## src/rtl/reg_scoreboard.sv

```systemverilog
// Register write scoreboard: tracks in-flight writes per architectural register and
// raises decode stalls when a source operand still has an outstanding write.
module reg_scoreboard (
   input  logic       clk,
   input  logic       rst_n,
   input  logic       issue_valid,
   input  logic [4:0] issue_waddr,
   input  logic       issue_is_load,
   input  logic       wb_valid,
   input  logic [4:0] wb_waddr,
   input  logic       flush,
   input  logic       query_valid,
   input  logic [4:0] reg1_raddr,
   input  logic [4:0] reg2_raddr,
   output logic       stall_id,
   output logic       stall_mem,
   output logic       issue_full,
   output logic       err_ovf,
   output logic       err_unf
);

   logic [31:0][1:0] cnt_q, cnt_d;
   logic [31:0]      ld_q, ld_d;
   logic             err_ovf_q, err_ovf_d;
   logic             err_unf_q, err_unf_d;

   logic same_reg;
   logic issue_live;
   logic wb_live;
   logic pend1, pend2;

   // An issue and a writeback to the same register cancel out in that cycle.
   assign same_reg   = issue_valid && wb_valid && (issue_waddr == wb_waddr);
   assign issue_live = issue_valid && (issue_waddr != 5'd0) && !same_reg;
   assign wb_live    = wb_valid && (wb_waddr != 5'd0) && !same_reg;

   always_comb begin
      cnt_d     = cnt_q;
      ld_d      = ld_q;
      err_ovf_d = err_ovf_q;
      err_unf_d = err_unf_q;
      if (flush) begin
         cnt_d = '0;
         ld_d  = '0;
      end else begin
         if (issue_live) begin
            if (cnt_q[issue_waddr] == 2'd3) begin
               err_ovf_d = 1'b1;
            end else begin
               cnt_d[issue_waddr] = cnt_q[issue_waddr] + 2'd1;
               if (issue_is_load) begin
                  ld_d[issue_waddr] = 1'b1;
               end
            end
         end
         // issue_live and wb_live never share an address, so these writes are disjoint.
         if (wb_live) begin
            if (cnt_q[wb_waddr] == 2'd0) begin
               err_unf_d = 1'b1;
            end else begin
               cnt_d[wb_waddr] = cnt_q[wb_waddr] - 2'd1;
               if (cnt_q[wb_waddr] == 2'd1) begin
                  ld_d[wb_waddr] = 1'b0;
               end
            end
         end
      end
   end

   always_ff @(posedge clk) begin
      if (!rst_n) begin
         cnt_q     <= '0;
         ld_q      <= '0;
         err_ovf_q <= 1'b0;
         err_unf_q <= 1'b0;
      end else begin
         cnt_q     <= cnt_d;
         ld_q      <= ld_d;
         err_ovf_q <= err_ovf_d;
         err_unf_q <= err_unf_d;
      end
   end

   assign pend1 = (reg1_raddr != 5'd0) && (cnt_q[reg1_raddr] != 2'd0);
   assign pend2 = (reg2_raddr != 5'd0) && (cnt_q[reg2_raddr] != 2'd0);

   assign stall_id   = query_valid && (pend1 || pend2);
   assign stall_mem  = query_valid && ((pend1 && ld_q[reg1_raddr]) ||
                                       (pend2 && ld_q[reg2_raddr]));
   assign issue_full = (issue_waddr != 5'd0) && (cnt_q[issue_waddr] == 2'd3);
   assign err_ovf    = err_ovf_q;
   assign err_unf    = err_unf_q;

endmodule

```

## config.mk

```make
export PLATFORM = sky130hd
export DESIGN_NAME = reg_scoreboard
export DESIGN_NICKNAME = d
export VERILOG_FILES = /design/src/rtl/reg_scoreboard.sv
export SDC_FILE = /design/constraint.sdc
export NUM_CORES = 1
export LEC_CHECK = 0
export ABC_AREA = 1
export ABC_CLOCK_PERIOD_IN_PS = 7200
export CORE_MARGIN = 5
export CORE_UTILIZATION = 35
export DETAILED_ROUTE_END_ITERATION = 10
export RECOVER_POWER = 25
export SLEW_MARGIN = 0
export SYNTH_ARGS = -nofsm -noshare
export SYNTH_HDL_FRONTEND = slang
export SYNTH_SLANG_ARGS = --single-unit
```

## constraint.sdc

```tcl
create_clock -name clk -period 7.2 [get_ports clk]
set_clock_uncertainty 0.15 [all_clocks]
set_input_delay 1.44 -clock clk [delete_from_list [all_inputs] [get_ports clk]]
set_output_delay 1.44 -clock clk [all_outputs]
set_load 0.005 [all_outputs]
```

# --- After elaboration in Yosys (flattened, before gate mapping) ---
# Index checks and enable logic that the tools add are counted.
word_totals:
  ff_bits: 98
  latch_bits: 0
  mem_bits_rw: 0
  mem_bits_ro: 0
  input_bits: 27
  out_inout_bits: 5
  n_memories: 0
op_classes:
  add_sub_neg: 2
  mul: 0
  n_div: 0
  order_cmp: 6
  eq_ne: 3
  shift: 0
  mux: 34
  bitwise: 5
  n_reduce_logical: 28
ops:
  columns: ["cell", "count"]
  rows:
  - ["two-way mux 64 bit", 5]
  - ["two-way mux 32 bit", 7]
  - ["bitwise mux 64 bit", 2]
  - ["binary-select mux 2 bit (select 5 bit)", 4]
  - ["bitwise AND 32 bit", 1]
  - ["inverter 32 bit", 1]
  - ["OR 32 bit", 1]
  - ["< comparator 5 x 6 -> 1 bit, second input constant", 4]
  - ["demux 2 bit (select 5 bit)", 2]
  - ["nonzero test 5 bit", 4]
  - ["logical AND 1 bit", 15]
  - ["two-way mux 2 bit", 6]
  - ["binary-select mux 1 bit (select 5 bit)", 2]
  - ["demux 1 bit (select 5 bit)", 2]
  - ["greater-or-equal comparator 5 x 1 -> 1 bit, second input constant", 2]
  - ["AND reduction 3 bit", 2]
  - ["equality test 5 bit", 1]
  - ["two-way mux 1 bit", 4]
  - ["nonzero test 2 bit", 2]
  - ["adder 2 x 1 -> 2 bit, second input constant", 1]
  - ["equality test 2 x 1 -> 1 bit, second input constant", 1]
  - ["equality test 2 bit, second input constant", 1]
  - ["logical NOT 2 bit", 1]
  - ["logical OR 1 bit", 2]
  - ["4 further kinds", 5]

# --- Longest topological paths before layout ---
# Gate-level depths: netlist of the first run.
depth:
  depth_word: 13
  depth_mapped: 23
  ltp_nobuf: 20

# --- Least setup slack after synthesis of the first run ---
# Ideal clock, no wire load.
synth_timing:
  path_kind: "input-to-output"
  from: "in issue_waddr[0]"
  to: "out issue_full"
  arrival_ns: 3.083
  t_required_ns: 5.610
  slack_ns: 2.527
  cell_stages: 12
  path_buffers: 2
  cell_sequence: "buf_2 -> inv_1 -> buf_2 -> nor2_1 -> inv_2 -> o22ai_1 -> o21ai_0 -> nand4_1 -> or2_2 -> ha_1 -> nand2_1 -> inv_1"
synth_via:
  elab_chain_len: 4
  word_cells_on_any_way: 5
  cone_classes: "1 x eq/ne; 2 x mux; 2 x reduce/logical"
synth_lines:
  columns: ["element", "line_no", "source"]
  rows:
  - ["start: declaration", "7", "input logic [4:0] issue_waddr,"]
  - ["binary-select mux 2 bit (select 5 bit)", "90", "assign issue_full = (issue_waddr != 5'd0) && (cnt_q[issue_waddr] == 2'd3);"]
  - ["two-way mux 2 bit (implied by the code)", "90", null]
  - ["equality test 2 bit", "90", null]
  - ["logical AND 1 bit (*)", "90", null]
  - ["end: declaration", "17", "output logic issue_full,"]
# Mark *: on every way between the ends. The rest lies on a longest branch, timed or not. The select of a mux whose other input is x is not followed.

# --- Worst setup path after layout of the first run ---
layout_timing:
  from: "in reg1_raddr[1]"
  to: "out stall_mem"
layout_via:
  elab_chain_len: 7
  word_cells_on_any_way: 10
  cone_classes: "4 x mux; 6 x reduce/logical"
layout_lines:
  columns: ["element", "line_no", "source"]
  rows:
  - ["start: declaration", "13", "input logic [4:0] reg1_raddr,"]
  - ["binary-select mux 2 bit (select 5 bit)", "84", "assign pend1 = (reg1_raddr != 5'd0) && (cnt_q[reg1_raddr] != 2'd0);"]
  - ["two-way mux 2 bit (implied by the code)", "84", null]
  - ["nonzero test 2 bit", "84", null]
  - ["logical AND 1 bit", "84", null]
  - ["logical AND 1 bit (*)", "88", "assign stall_mem = query_valid && ((pend1 && ld_q[reg1_raddr]) ||"]
  - ["logical OR 1 bit (*)", "88", null]
  - ["logical AND 1 bit (*)", "88", null]
  - ["end: declaration", "16", "output logic stall_mem,"]
# Marks and branches as above.

==> results of run 1 <==
[worst min-delay path, stage by stage (launching register included)]
cell and delay, ns:
dfxtp_1 0.32, nand2_1 0.05, nand2_1 0.04
[cells in the final DEF (no fill, tap or decap), types with 2 or more instances in the layout]
master / Yosys / final
nand3_1: 116 / 116
nand4_1: 31 / 32
inv_2: 16 / 14
clkdlybuf4s50_1: 0 / 27
nor2_1: 193 / 193
o22ai_1: 22 / 22
o221ai_1: 2 / 2
a21oi_2: 19 / 17
o21ai_0: 118 / 118
nor3_2: 3 / 3
clkinv_1: 2 / 2
nor2_4: 4 / 4
nand2_4: 3 / 3
clkbuf_1: 27 / 3
nand2_2: 2 / 2
buf_4: 4 / 17
nor3_1: 13 / 13
dlygate4sd3_1: 0 / 4
nand2_1: 419 / 419
o211ai_1: 3 / 3
a22oi_1: 2 / 2
ha_1: 3 / 3
clkbuf_16: 0 / 9
clkinvlp_4: 0 / 2
nor2_2: 5 / 5
a21oi_1: 97 / 99
dfxtp_1: 98 / 98
inv_1: 153 / 155
[flip-flops by register name, indices dropped and copies added (netlist names)]
signal,cells
cnt_q,64
ld_q,32
err_ovf,1
err_unf,1
[logic make-up after synthesis]
group,after synthesis,share of synthesized area (%)
and+or+nand+nor,794,43.2
AOI/OAI and AO/OA,264,18.7
buffers and inverters,222,12.1
DFF,98,25.4
adders and majority gates,3,0.487
[Yosys cell counts, drive strengths merged, types with 3 or more instances]
library cell,number
nand2,424
nor2,202
inv,169
o21ai,118
nand3,117
a21oi,116
dfxtp,98
nand4,33
clkbuf,27
buf,24
o22ai,22
nor3,16
ha,3
o211ai,3
[through the flow]
stage	total power, mW	hold slack [ns]	setup WS, ns	instances	cell area [sq um]
final	1.22	0.302	0.957	1677	8500
after global routing	1.25	0.330	0.856	1677	8500
after CTS	1.22	0.306	1.01	1677	8530
after detailed placement	0.734	0.292	1.02	1661	8240
after global placement	0.735	0.293	1.03	1661	8240
after floorplan	0.666	0.272	2.53	1381	7720
[power by group through the flow]
| stage | Sequential [mW] | Clock [mW] | Combinational, mW |
|---|---|---|---|
| 2_1_floorplan | 0.557 | 0 | 0.109 |
| 3_3_place_gp | 0.558 | 0 | 0.176 |
| 3_5_place_dp | 0.558 | 0 | 0.176 |
| 4_1_cts | 0.546 | 0.494 | 0.177 |
| 5_1_grt | 0.546 | 0.513 | 0.196 |
| 6_report | 0.546 | 0.490 | 0.182 |
[metal layers]
metal | vias up | GRT usage, %
met5 | - | 0
met4 | 0 | 15.7
met3 | 124 | 4.78
met1 | 4387 | 37.7
li1 | 4474 | -
met2 | 502 | 43.8
[final cells by class]
class	count	area (sq um)
repair buffers	51	449
flip-flops and latches	98	1960
multi-input cells	1061	4810
clock buffers	10	239
clock inverters	6	48.8
fillers	2467	13300
well taps	280	350
inverters	171	642
[worst paths after layout]
path	start	endpoint	slack, ns	cells after the start
min	err_unf	err_unf	0.30	2
max reg2reg	cnt_q[18]	cnt_q[61]	3.44	16
min reg2reg	err_unf	err_unf	0.30	2
max	reg1_raddr[1]	stall_mem	0.96	12
==> metrics.txt, run 1 <==
Die Ht 158 um; Initial Util 35.5%; Avg Inst Size Synth between 5 and 6 sq um; vias per cell around 5.7; Crit path largest cell delay 0.82 ns; post-synthesis register bit count between 90 and 100; I/O Buffers 31; met2 routed WL 15500 um; post-synthesis async set-or-reset flop share 0%; GPL Wtd Cong roughly 1.1; CP max-delay cell clkdlybuf4s50_1; io pins 32; met1 WL 14600 um; Area contributors post-synth dfxtp_1 (25%), nand2_1 (20%), nor2_1 (9.4%); failing checks max-capacitance violations, max-slew violations; hold buffer count at cts 0; Avg WL per Cell about 21 um; Comb power frac ~15%; DIE AREA around 0.025 sq mm; largest net degree at the start of global routing 44; vias in the first global route 8756; Most common cell on crit path nor2_1; violation count after the first detailed-route iteration approximately 1100; Pwr Density ~140 mW/mm^2; Rel. slew slack -43.6%; first-pass GRT wire length around 54000 um; Global Route Usage Sum ~28%; setup violators final 0; Max Slew Vio Count just over 100; Detailed Route WL ~36000 um; utilization of the core after routing approximately two fifths; Setup TNS 0 ns; GRT overflow 0; internal power between 0.8 and 0.9 mW; max_cap viols 3; worst skew pair latency 0.36 ns; outcome complete, but fails checks; Post-CTS Resized 0; sw frac 30.7%; startpoint types input pin; RSZ-0062 raised after global routing false; clock power share 40.2%; synthesized net count roughly 1400; crit-path max FO 12; post-route clock period utilization a little under 90%; critical path required time between 5 and 6 ns; CP endpoint kind output pin; number of synthesized flops with an enable pin 0; Mapped Area 0.00772 sq mm; cell row count 54; clk buf depth 2; Lkg Pwr 3.76 nW; CTS clock-pin slew for the worst setup and hold paths 0.08 ns; drt drc 0; part of the power in registers between 40% and 50%; ys flop type dfxtp_1; area of the core around 0.022 sq mm; classification of the worst setup path input pin to output pin; Worst Path Arrival 4.65 ns; Unique masters post-synth 33; worst hold path type flop to flop; Yosys top cell area share around 25%; synth warn 0; H-Tree Depth 3; Bufs and invs on worst path 3; CTS Root Cell clkbuf_16; fin crit period ~6.2 ns; layout cell share with drive strength beyond 1 under 10%; Synth-to-Final Area Change 10.1%; clk sinks between 90 and 100; switching power approximately 0.37 mW; Detail Route Antenna Nets 0; Syn Inst Count between 1000 and 1500; Cell Chain, Critical Path clkdlybuf4s50_1 > inv_1 > nor2_1 > o21ai_0 > nand3_1 > nor2_1 > nor2_1 > nand2_1 > nand2_1 > nand3_1 > a21oi_1 > clkdlybuf4s50_1; clock tree from TritonCTS built; Num CTS Buffers 9; Worst path top cell family by delay buffers and inverters; first-pass detailed-route iteration total 5; Post-CTS Setup Bufs 0; Die Span X 158 um; initial antenna violation count 0; cell taking the most area after synthesis dfxtp_1; Final Hold Viols 0; final net count roughly 1400; detailed placement HPWL about 27000 um; Tightest Pin Transition 2.15 ns; VDD IR max approximately 0.11 mV; f_max approximately 0.16 GHz; Highest Signal Layer met4; met3 WL approximately 3300 um; antenna cells 0; register area share after synthesis 25.4%; Vias 9487
(Power assumes the default switching activity.)
==> run 2, diff against run 1 <==
ABC_CLOCK_PERIOD_IN_PS = 6950   (was 7200)
CORE_MARGIN = default   (was 5)
clock period = 6.95 ns   (was 7.2 ns; I/O delays follow)
==> run 2 against run 1 <==
Net effect:
- the run still ends with max-capacitance violations, max-slew violations left
- non-clock buffer count grew 8
- global-route usage grew 5.3 points
- critical endpoint is now ld_q[10]
- routed wire length grew 3.8%
- flip-flop and latch count is the same
- critical path type is now input pin to flop
- combinational power grew 6%
- register-to-register slack lost 0.81 ns
- core utilization grew 1.1 points
- first-iteration DRC count shrank 16%
- highest routed layer unchanged
- sequential power grew 3%
==> metrics.txt, run 2 (synthesis gave the netlist of run 1 again) <==
fill cell count about 2500; cell row count 53; Final Hold Viols 0; Tightest Pin Transition between 2 and 3 ns; max_cap viols 2; worst skew pair latency 0.37 ns; critical path required time between 7 and 8 ns; antenna cells 0; Num CTS Buffers 9; worst setup margin around 0.82 ns; first-pass detailed-route iteration total 5; GRT overflow 0; post-route clock period utilization between 80% and 90%; Pwr Density approximately 150 mW/mm^2; drt drc 0; CTS Root Cell clkbuf_16; Detail Route Antenna Nets 0; Largest regs cnt_q x64, ld_q x32; final net count approximately 1400; Setup TNS 0 ns; worst hold path type flop to flop; vias per cell 5.72; f_max roughly 0.16 GHz; most common cell after layout, fill and taps aside nand2_1; Synth-to-Final Area Change 10.9%; CP endpoint kind flop; hold buffer count at cts 0; classification of the worst setup path input pin to flop; max reg flops 64; violation count after the first detailed-route iteration roughly 950; fin crit period approximately 6 ns; Post-CTS Setup Bufs 0; DIE AREA approximately 0.023 sq mm; I/O Buffers 31; largest net degree at the start of global routing 71; initial antenna violation count 0; GPL Wtd Cong 1.02; Worst Path Arrival 6.22 ns; area of the core around 0.021 sq mm; layout cell share with drive strength beyond 1 just over 6%; first-pass GRT wire length between 50000 and 60000 um; Post-CTS Resized 0; startpoint types input pin; Max Slew Vio Count 98; clk sinks between 90 and 100; H-Tree Depth 3; VDD IR max about 0.11 mV; failing checks max-capacitance violations, max-slew violations; utilization of the core after routing 40.2%; power consumption roughly 1.3 mW; detailed placement HPWL 28600 um; crit-path max FO 26; RSZ-0062 raised after global routing false; dpl ws approximately 1.1 ns; Die Span X 150 um; Die Ht approximately 150 um; Vias between 9000 and 10000; outcome complete, but fails checks; vias in the first global route between 8000 and 9000; Top reg by flops cnt_q; Global Route Usage Sum 33.7%; clock tree from TritonCTS built; CTS clock-pin slew for the worst setup and hold paths 0.07 ns; commonest cells after routing, fill and taps aside nand2_1 (419), nor2_1 (193), inv_1 (155), o21ai_0 (118), nand3_1 (116); setup violators final 0; Placed Cells about 1700; io pins 32; Avg WL per Cell roughly 22 um; Final Non-Filler Cells 1680; clk buf depth 2; Lkg Pwr about 3.8 nW; Rel. slew slack -98.4%; Detailed Route WL between 30000 and 40000 um; Initial Util a little over a third
run 2: cell types whose count changed in the layout (fill, tap and decap cells not counted), sizes merged:
cell and change:
clkbuf +1, clkinvlp -2, inv +2, buf +7
run 2: layout make-up:
cell class / instances / area, sq um / area share [%]
clock buffer: 10 / 239 / 2.79
tap: 275 / 344 / 4.02
inverter: 171 / 642 / 7.50
multi-input combinational: 1061 / 4790 / 56.0
timing repair buffer: 59 / 505 / 5.91
clock inverter: 6 / 67.6 / 0.790
sequential: 98 / 1960 / 22.9
run 2: metrics by stage:
step,instance area [sq um],hold slack (ns)
after global routing,8550,0.324
after global placement,8300,0.292
after CTS,8600,0.300
after detailed placement,8300,0.289
after floorplan,7720,0.272
final,8550,0.297
run 2: worst max-delay path: stages:
cell	delay, ns
dlygate4sd3_1	0.86
nand2_1	0.42
clkbuf_1	0.27
nor2_1	0.11
a21oi_1	0.05
nand2_1	0.08
nand2_1	0.10
nand2_1	0.10
nor2_1	0.07
nand2_4	0.07
clkbuf_1	1.30
ha_1	0.43
inv_1	0.35
buf_4	0.32
o21ai_0	0.19
nor2_1	0.08
run 2: final timing paths:
kind / startpoint / end / slack [ns] / cells after the start
setup / recovery: wb_waddr[0] / ld_q[10] / 0.82 / 16
hold / removal: ld_q[0] / ld_q[0] / 0.30 / 2
setup reg to reg: cnt_q[2] / ld_q[10] / 2.63 / 14
hold reg to reg: ld_q[0] / ld_q[0] / 0.30 / 2
run 2: metal layers:
metal,global-route usage [%],share of wire [%]
met1,44.4,42
met3,6.67,9.5
met2,51.9,43
met4,16.9,5.2
met5,0,0
run 2: power breakdown:
part	internal, mW	switching (mW)
registers	0.563	0.00260
logic	0.0569	0.136
clock network	0.266	0.263
